## config.mk

```make
export PLATFORM = sky130hd
export DESIGN_NAME = grf_scoreboard_flat
export DESIGN_NICKNAME = d
export VERILOG_FILES = /design/src/rtl/grf_scoreboard_if.sv /design/src/rtl/grf_scoreboard.sv /design/src/flat_wrapper.sv
export SDC_FILE = /design/constraint.sdc
export NUM_CORES = 1
export LEC_CHECK = 0
export ABC_AREA = 1
export ABC_CLOCK_PERIOD_IN_PS = 2400
export CAP_MARGIN = 5
export CORE_UTILIZATION = 37
export CTS_CLUSTER_DIAMETER = 120
export DETAILED_ROUTE_END_ITERATION = 10
export GPL_TIMING_DRIVEN = 0
export PLACE_DENSITY = 0.61
export SLEW_MARGIN = 30
export SYNTH_ARGS = -nofsm -noshare
export SYNTH_HDL_FRONTEND = slang
export SYNTH_SLANG_ARGS = --single-unit
```

## constraint.sdc

```tcl
create_clock -name clk -period 2.4 [get_ports clk]
set_input_delay 0.48 -clock clk [delete_from_list [all_inputs] [get_ports clk]]
set_output_delay 0.48 -clock clk [all_outputs]
set_load 0.02 [all_outputs]
```

## src/rtl/grf_scoreboard_if.sv

```systemverilog
// Issue/retire/flush handshake between decode, writeback and the register scoreboard.
interface grf_scoreboard_if #(
  parameter int MAX_INFLIGHT = 4
);
  localparam int IW = $clog2(MAX_INFLIGHT + 1);

  logic          iss_valid;
  logic [4:0]    iss_rs;
  logic [4:0]    iss_rt;
  logic          iss_use_rs;
  logic          iss_use_rt;
  logic [4:0]    iss_rd;
  logic          ret_valid;
  logic [4:0]    ret_rd;
  logic          flush;
  logic          stall;
  logic          iss_ack;
  logic [31:0]   busy_vec;
  logic [IW-1:0] inflight;
  logic          err;

  modport master (
    output iss_valid, iss_rs, iss_rt, iss_use_rs, iss_use_rt, iss_rd,
    output ret_valid, ret_rd, flush,
    input  stall, iss_ack, busy_vec, inflight, err
  );

  modport slave (
    input  iss_valid, iss_rs, iss_rt, iss_use_rs, iss_use_rt, iss_rd,
    input  ret_valid, ret_rd, flush,
    output stall, iss_ack, busy_vec, inflight, err
  );
endinterface

```

## src/rtl/grf_scoreboard.sv

```systemverilog
// Register-dependency scoreboard: per-register pending-write counters gate decode on RAW,
// WAW-saturation and total in-flight capacity; the final retire releases readers via RF bypass.
module grf_scoreboard #(
  parameter int CNT_W        = 2,
  parameter int MAX_INFLIGHT = 4
) (
  input logic             clk,
  input logic             reset,
  grf_scoreboard_if.slave bus
);
  localparam int IW = $clog2(MAX_INFLIGHT + 1);
  localparam logic [CNT_W-1:0] CNT_MAX = '1;
  localparam logic [CNT_W-1:0] CNT_ONE = CNT_W'(1);
  localparam logic [IW-1:0]    INF_MAX = IW'(MAX_INFLIGHT);

  logic [CNT_W-1:0] w_cnt [32];
  logic [IW-1:0]    r_inflight;
  logic             r_err;
  logic [31:0]      w_busy;
  logic             w_raw_rs, w_raw_rt, w_waw, w_cap, w_stall, w_ack;
  logic             w_inc, w_dec, w_bad;

  // A source waiting only on a write that retires this cycle is served by the RF bypass.
  assign w_raw_rs = bus.iss_use_rs && (bus.iss_rs != 5'd0) && (w_cnt[bus.iss_rs] != '0) &&
                    !(bus.ret_valid && (bus.ret_rd == bus.iss_rs) && (w_cnt[bus.iss_rs] == CNT_ONE));
  assign w_raw_rt = bus.iss_use_rt && (bus.iss_rt != 5'd0) && (w_cnt[bus.iss_rt] != '0) &&
                    !(bus.ret_valid && (bus.ret_rd == bus.iss_rt) && (w_cnt[bus.iss_rt] == CNT_ONE));

  assign w_dec   = bus.ret_valid && (bus.ret_rd != 5'd0) && (w_cnt[bus.ret_rd] != '0);
  assign w_bad   = bus.ret_valid && (bus.ret_rd != 5'd0) && (w_cnt[bus.ret_rd] == '0);
  assign w_waw   = (bus.iss_rd != 5'd0) && (w_cnt[bus.iss_rd] == CNT_MAX);
  assign w_cap   = (bus.iss_rd != 5'd0) && (r_inflight == INF_MAX) && !w_dec;
  assign w_stall = bus.iss_valid && !bus.flush && (w_raw_rs || w_raw_rt || w_waw || w_cap);
  assign w_ack   = bus.iss_valid && !w_stall;
  assign w_inc   = w_ack && (bus.iss_rd != 5'd0);

  assign w_cnt[0] = '0;

  for (genvar g = 1; g < 32; g++) begin : g_reg
    logic [CNT_W-1:0] r_c;
    logic             w_up, w_dn;
    assign w_up     = w_inc && (bus.iss_rd == 5'(g));
    assign w_dn     = w_dec && (bus.ret_rd == 5'(g));
    assign w_cnt[g] = r_c;

    // Issue and retire on the same register cancel out.
    always_ff @(posedge clk or posedge reset) begin
      if (reset)           r_c <= '0;
      else if (bus.flush)  r_c <= '0;
      else if (w_up && !w_dn) r_c <= r_c + CNT_ONE;
      else if (w_dn && !w_up) r_c <= r_c - CNT_ONE;
    end
  end

  always_ff @(posedge clk or posedge reset) begin
    if (reset) begin
      r_inflight <= '0;
      r_err      <= 1'b0;
    end else begin
      if (bus.flush)           r_inflight <= '0;
      else if (w_inc && !w_dec) r_inflight <= r_inflight + IW'(1);
      else if (w_dec && !w_inc) r_inflight <= r_inflight - IW'(1);
      if (w_bad) r_err <= 1'b1;
    end
  end

  always_comb begin
    w_busy = '0;
    for (int r = 1; r < 32; r++) w_busy[r] = (w_cnt[r] != '0);
  end

  assign bus.stall    = w_stall;
  assign bus.iss_ack  = w_ack;
  assign bus.busy_vec = w_busy;
  assign bus.inflight = r_inflight;
  assign bus.err      = r_err;
endmodule

```

## src/flat_wrapper.sv

```systemverilog
// flat-port wrapper written by rule: the top's interface ports become plain ports
module grf_scoreboard_flat 
#(
  parameter int CNT_W        = 2,
  parameter int MAX_INFLIGHT = 4
)
  (clk, reset, bus_iss_valid, bus_iss_rs, bus_iss_rt, bus_iss_use_rs, bus_iss_use_rt, bus_iss_rd, bus_ret_valid, bus_ret_rd, bus_flush, bus_stall, bus_iss_ack, bus_busy_vec, bus_inflight, bus_err);
  grf_scoreboard_if #(.MAX_INFLIGHT(MAX_INFLIGHT)) bus_i ();
  input logic clk;
  input logic reset;
  input wire logic [$bits(bus_i.iss_valid)-1:0] bus_iss_valid;
  input wire logic [$bits(bus_i.iss_rs)-1:0] bus_iss_rs;
  input wire logic [$bits(bus_i.iss_rt)-1:0] bus_iss_rt;
  input wire logic [$bits(bus_i.iss_use_rs)-1:0] bus_iss_use_rs;
  input wire logic [$bits(bus_i.iss_use_rt)-1:0] bus_iss_use_rt;
  input wire logic [$bits(bus_i.iss_rd)-1:0] bus_iss_rd;
  input wire logic [$bits(bus_i.ret_valid)-1:0] bus_ret_valid;
  input wire logic [$bits(bus_i.ret_rd)-1:0] bus_ret_rd;
  input wire logic [$bits(bus_i.flush)-1:0] bus_flush;
  output wire logic [$bits(bus_i.stall)-1:0] bus_stall;
  output wire logic [$bits(bus_i.iss_ack)-1:0] bus_iss_ack;
  output wire logic [$bits(bus_i.busy_vec)-1:0] bus_busy_vec;
  output wire logic [$bits(bus_i.inflight)-1:0] bus_inflight;
  output wire logic [$bits(bus_i.err)-1:0] bus_err;
  assign bus_i.iss_valid = bus_iss_valid;
  assign bus_i.iss_rs = bus_iss_rs;
  assign bus_i.iss_rt = bus_iss_rt;
  assign bus_i.iss_use_rs = bus_iss_use_rs;
  assign bus_i.iss_use_rt = bus_iss_use_rt;
  assign bus_i.iss_rd = bus_iss_rd;
  assign bus_i.ret_valid = bus_ret_valid;
  assign bus_i.ret_rd = bus_ret_rd;
  assign bus_i.flush = bus_flush;
  assign bus_stall = bus_i.stall;
  assign bus_iss_ack = bus_i.iss_ack;
  assign bus_busy_vec = bus_i.busy_vec;
  assign bus_inflight = bus_i.inflight;
  assign bus_err = bus_i.err;
  grf_scoreboard #(.CNT_W(CNT_W), .MAX_INFLIGHT(MAX_INFLIGHT)) u_core (.clk(clk), .reset(reset), .bus(bus_i));
endmodule
```

==> results of run 1 <==
==> power by group <==
group | total (mW) | switching [mW] | internal (mW)
combinational | 3.66 | 2.20 | 1.46
clock | 1.32 | 0.541 | 0.783
sequential | 1.87 | 0.499 | 1.37
total | 6.85 | 3.24 | 3.61
==> layer usage <==
layer  GRT usage (%)  vias up  part of all wire (%)
met3            5.52      126                    11
met4            14.6        0                   4.5
met2            53.3      687                    44
li1                -     5026                     -
met5               0        -                     0
met1            46.8     5031                    41
==> worst max-delay path, cell delays in order <==
cell and delay [ns]:
buf_4 0.13, inv_4 0.06, buf_8 0.14, bufbuf_16 0.26, o211ai_1 0.15, nand3_1 0.11
nand3_2 0.09, nand2_2 0.05, nand3_2 0.07, nand2_1 0.05, nand2_1 0.06, nand2_1 0.07
inv_2 0.10, nand2_2 0.08, nand2_4 0.11, nand2_4 0.07, inv_4 0.08, buf_12 0.10
buf_8 0.10
==> layout make-up <==
class,instances,area share (%)
multi-input cells,1172,55.0
flip-flops and latches,66,15.2
repair buffers,135,12.1
inverters,193,6.95
plain buffers,64,5.12
well taps,275,3.07
clock buffers,14,2.45
clock inverters,2,0.0894
==> metrics by stage <==
step	instances	TNS, ns	setup slack (ns)	power (mW)
6_report	1921	-18.25	-0.446	6.85
3_5_place_dp	1829	-79.32	-1.81	4.69
4_1_cts	1886	-11.33	-0.396	6.31
5_1_grt	1921	-26.21	-0.531	7.18
2_1_floorplan	1495	-0.205	-0.125	3.49
3_3_place_gp	1828	-159.27	-1.83	4.64
==> layout by cell type (no fill, tap or decap), drive strengths merged, types with 2 or more instances in the layout <==
cell / synthesis / final
nand2: 617 / 617
nor2: 201 / 202
inv: 190 / 189
nand3: 187 / 187
buf: 35 / 120
nand4: 94 / 94
dfrtp: 66 / 66
clkbuf: 30 / 48
clkdlybuf4s50: 0 / 38
a21oi: 21 / 21
o21ai: 20 / 20
nand3b: 17 / 17
clkinv: 3 / 6
o211ai: 5 / 5
dlygate4sd2: 0 / 3
o22ai: 2 / 2
or2: 2 / 2
clkdlybuf4s15: 0 / 2
==> what timing repair did <==
item | CTS | global route
setup buffers | 37 | 32
setup endpoints to repair | 68 | 67
gates cloned | 5 | 4
gates resized for setup | 256 | 197
pin swaps | 40 | 86
==> logic make-up (layout without fill, tap and decap cells) <==
group	after synthesis	after routing	share of synthesized area [%]
and+or+nand+nor	1119	1120	62.0
buffers and inverters	258	408	13.5
adders and majority gates	1	1	0.252
AOI/OAI and AO/OA	49	49	3.32
xor gates and xnor gates	1	1	0.110
DFF	66	66	20.8
other	1	1	0.0471
==> state kept, by name (all words and copies together), names as in the netlist <==
register and count:
u_core.bus.inflight 3, u_core.g.r_c 62, u_core.bus.err 1
==> worst paths after layout <==
kind | to | slack (ns)
worst max-delay path | bus_iss_ack | -0.45
worst min-delay path | u_core.g_reg[26].r_c[0]$_DFFE_PP0P_ | 0.48
worst max register to register | u_core.bus.inflight[2]$_DFFE_PP0P_ | -0.37
worst min register to register | u_core.bus.err$_DFFE_PP0P_ | 0.53
max in group asynchronous | u_core.g_reg[6].r_c[1]$_DFFE_PP0P_ | 1.33
min in group clk | u_core.bus.err$_DFFE_PP0P_ | 0.53
==> flow_summary.yaml, run 1 <==
status:
  status: "finished with violations"
  violations: "setup timing"
logic_synthesis:
  ys_types: 34
  yosysWarnings: 0
  synth_nets: 1523
  yosysSeqAreaShare_pct: 20.8
  synthArstFlopShare_pct: 100
  ys_seq_elements: 66
  synth_ff_type: "dfrtp_1"
  avgSynthCellArea_um2: 5.32
  synth.area.top_cells: "nand2_1 (29%), dfrtp_1 (21%), nand3_1 (11%)"
  yosysMostFrequentCell: "nand2_1"
  synth_area_um2: 7960
  yosysTopAreaCell: "nand2_1"
  synth-edff-count: 0
  synthTopCellsByCount: "nand2_1 (610), nor2_1 (198), inv_1 (184), nand3_1 (177), nand4_1 (94)"
  synth_top_area_share_pct: 28.8
  synthCells: 1495
global_route:
  grt_pass1_wl_um: 56700
  grt_start_max_net_pins: 40
  first_global_vias: 9600
  grt_overflow_total: 0
  grt_antenna_before_repair: 0
  grt_usage_pct: 34.3
clocking:
  clock_latency_ns: 0.35
  tritoncts: "yes"
  cts-buffers-inserted: 9
  postCtsHoldBufs: 0
  cts_num_sinks: 66
  cts_buffer_depth: 2
  cts_root_buf: "clkbuf_16"
  clk_pin_slew_ns: 0.06
  htreeDepth: 3
drt:
  via_per_inst: 5.66
  first_iter_violations: 1303
  first_pass_iters: 6
  dr_total_vias: 10870
  routed_wl_um: 38500
  avgRoutedWirePerCell_um: 20.1
  drc_errors: 0
  ant_nets: 0
setup_path:
  reg2reg_from: "u_core.g_reg[17].r_c[1]$_DFFE_PP0P_"
  cp-startpoint: "bus_iss_rt[0]"
  cp_max_fo: 5
  crit_arrival_ns: 2.37
  worstRegToRegCells: 21
  worst_ep_required_time_ns: 1.92
  start_kind: "input pin"
  critPathCaptureType: "output pin"
  criticalPathCategory: "input pin to output pin"
timing:
  relSlewSlack_pct: 41.5
  clock_skew_ns: 0.00838
  fin_ws_ns: -0.446
  finalHoldViolCount: 0
  whs_ns: 0.482
  timing.fmax_mhz: 351
  rsz0062_at_grt: "yes"
  period_minus_slack_ns: 2.85
  worstMarginPinSlew_ns: 0.878
  setup_violations: 67
  final.period_utilization_pct: 119
  drv_slew: 0
layout:
  final_core_util_pct: 53.1
  diodes: 0
  fillers: 2155
  syn2layout_area_growth_pct: 40.6
  final_nets: 1669
  multiInputGateArea_um2: 6160
  regArea_um2: 1700
  fin_area_um2: 11200
  drive_above_1_share_pct: 26.0
flow_run:
  maxCapViolations: 0
pwr:
  peakVddDrop_mv: 0.397
  p_leak_nw: 5.70
  p_per_area_nw_per_um2: 612
place:
  place_area_um2: 9040
  gp_congestion: 1.02
  hpwl_um: 27800
  portBuffers: 58
hold_path:
  hold_path_class: "input pin to async pin"
floorplan:
  placement_rows: 53
  fp.dieW_um: 149
  die_area_um2: 22100
  fp.dieH_um: 149
  start_util_pct: 37.7
  core_um2: 21100
  ios: 65
Power figures use the tool's default switching activity.
==> run 2: changes to the inputs <==
- ABC_CLOCK_PERIOD_IN_PS: 2400 -> 3300
- PLACE_DENSITY: 0.61 -> 0.59
- clock period: 2.4 -> 3.3 ns (I/O delays scaled with it)
==> flow_summary.yaml, run 2 (synthesized netlist as in run 1, its figures left out) <==
pwr:
  p_sw_share_pct: 46.2
  p_per_area_nw_per_um2: 473
  switching_power_mw: 2.14
  sequentialPowerShare_pct: 29.5
  p_total_mw: 4.65
  p_int_mw: 2.50
  combPwrFrac_pct: 46.8
  p_leak_nw: 5.05
  pwr-share-clk_pct: 23.7
  peakVddDrop_mv: 0.289
clocking:
  cts_root_buf: "clkbuf_16"
  clock_latency_ns: 0.35
  tritoncts: "yes"
  clk_pin_slew_ns: 0.06
  cts_num_sinks: 66
  cts-buffers-inserted: 9
  postCtsHoldBufs: 0
  htreeDepth: 3
  cts_buffer_depth: 2
status:
  status: "complete, no violations"
drt:
  drc_errors: 0
  routed_wl_um: 36700
  first_iter_violations: 1325
  via_per_inst: 5.51
  first_pass_iters: 6
  dr_total_vias: 10270
  ant_nets: 0
  avgRoutedWirePerCell_um: 19.7
layout:
  regMostFlops: "u_core.g.r_c"
  syn2layout_area_growth_pct: 23.4
  drive_above_1_share_pct: 11.1
  final_cell_mix: "nand2_1 (599), nor2_1 (185), nand3_1 (176), inv_1 (174), nand4_1 (94)"
  final_nets: 1615
  final_core_util_pct: 46.6
  largest_reg_flops: 62
  diodes: 0
  final_common_cell: "nand2_1"
setup_path:
  critPathCaptureType: "output pin"
  critPathMostFrequentCell: "nand2_1"
  worst_ep_required_time_ns: 2.64
  cpLargestDelayFamily: "simple AND/OR/NAND/NOR gates"
  crit_arrival_ns: 2.55
  path_cells: "inv_1 > nand2_1 > nand3b_1 > nand3_1 > nor2_1 > nand2_1 > inv_1 > nand2_4 > nand3_4 > nand2_2 > nand2_1 > nand2_1 > nand2_2 > nand2_4 > nand2_4 > inv_4 > buf_12 > buf_8"
  path_buf_inv: 5
  crit_path_top_delay_cell: "dfrtp_1"
  cp_max_fo: 4
  start_kind: "flip-flop"
  slowest_delay_ns: 0.42
  criticalPathCategory: "flip-flop to output pin"
place:
  pre_cts_ws_ns: -1.38
  hpwl_um: 28100
  gp_congestion: 0.983
  portBuffers: 58
timing:
  final.period_utilization_pct: 97.3
  setup_violations: 0
  whs_ns: 0.465
  relSlewSlack_pct: 36.3
  finalHoldViolCount: 0
  fin_ws_ns: 0.0898
  rsz0062_at_grt: "no"
  timing.fmax_mhz: 312
  period_minus_slack_ns: 3.21
  worstMarginPinSlew_ns: 0.956
  setup_tns_ns: 0
  drv_slew: 0
  clock_skew_ns: 0.00894
hold_path:
  hold_path_class: "flip-flop to flip-flop"
global_route:
  grt_usage_pct: 33.7
  grt_antenna_before_repair: 0
  grt_start_max_net_pins: 43
  first_global_vias: 9287
  grt_pass1_wl_um: 55400
  grt_overflow_total: 0
floorplan:
  core_um2: 21100
  ios: 65
  die_area_um2: 22100
  fp.dieW_um: 149
  start_util_pct: 37.7
  placement_rows: 53
  fp.dieH_um: 149
flow_run:
  maxCapViolations: 0
-- run 2: cell types whose count changed in the layout (fill, tap and decap cells not counted), moves of 23 or more --
cell | before | now
buf_4 | 59 | 24
dfrtp_1 | 30 | 61
dfrtp_2 | 36 | 5
inv_1 | 145 | 174
inv_2 | 33 | 10
nand2_1 | 544 | 599
nand2_2 | 39 | 10
nand2_4 | 31 | 6
nand3_1 | 118 | 176
nand3_2 | 50 | 4
-- run 2: through the flow --
stage,area [µm²],std cells
final,9820,1865
after detailed placement,8910,1829
after global placement,8880,1828
after floorplan,7960,1495
after global routing,9820,1865
after CTS,9580,1855
-- run 2: cell type report --
class	count	area, µm²
fill	2312	11300
multi-input combinational	1172	5400
sequential	66	1660
timing repair buffer	81	803
inverter	193	743
buffer	64	543
tap	275	344
clock buffer	12	267
clock inverter	2	60.1
-- run 2: power groups by stage --
stage / clock network, mW / registers (mW) / logic [mW]
6_report: 1.10 / 1.37 / 2.18
4_1_cts: 1.12 / 1.33 / 2.09
3_3_place_gp: 0 / 1.35 / 2.01
2_1_floorplan: 0 / 1.18 / 1.33
5_1_grt: 1.14 / 1.38 / 2.41
3_5_place_dp: 0 / 1.34 / 2.03
-- run 2: repair_timing --
action                                  CTS  global route
resized for setup                       132            83
setup buffers                            11             9
cloned                                    1             2
pin swaps                                 4            29
endpoints found under the setup margin   67             5
-- run 2: metal layers --
layer / GRT usage [%] / vias up / routed length (µm)
met5: 0 / - / 0
met4: 13.4 / 0 / 1290
met3: 6.38 / 80 / 4400
met2: 51.9 / 631 / 15900
met1: 46.1 / 4644 / 15100
li1: - / 4915 / -
-- run 2: final timing paths --
kind / to / depth (start not counted) / slack, ns / start
hold / removal: u_core.bus.err$_DFFE_PP0P_ / 1 / 0.46 / u_core.bus.err$_DFFE_PP0P_
setup / recovery: bus_iss_ack / 18 / 0.09 / u_core.g_reg[3].r_c[1]$_DFFE_PP0P_
max in group asynchronous: u_core.g_reg[8].r_c[1]$_DFFE_PP0P_ / 3 / 2.07 / reset
min in group asynchronous: u_core.g_reg[31].r_c[0]$_DFFE_PP0P_ / 2 / 0.64 / reset
hold reg to reg: u_core.bus.err$_DFFE_PP0P_ / 1 / 0.46 / u_core.bus.err$_DFFE_PP0P_
setup reg to reg: u_core.bus.inflight[2]$_DFFE_PP0P_ / 21 / 0.22 / u_core.g_reg[3].r_c[1]$_DFFE_PP0P_
-- run 2: worst register-to-register path, cell delays in order, from the launching register on --
cell      delay (ns)
dfrtp_1         0.42
inv_1           0.22
nand2_1         0.22
nand3b_1        0.14
nand3_1         0.07
nor2_1          0.09
nand2_1         0.06
inv_1           0.09
nand2_4         0.07
nand3_4         0.12
nand2_2         0.06
nand2_1         0.07
nand2_1         0.05
nand2_2         0.08
nand2_4         0.08
buf_4           0.16
nand3_2         0.10
nor2_1          0.08
fa_1            0.38
xor2_1          0.16
o211ai_1        0.17
nand2_1         0.07
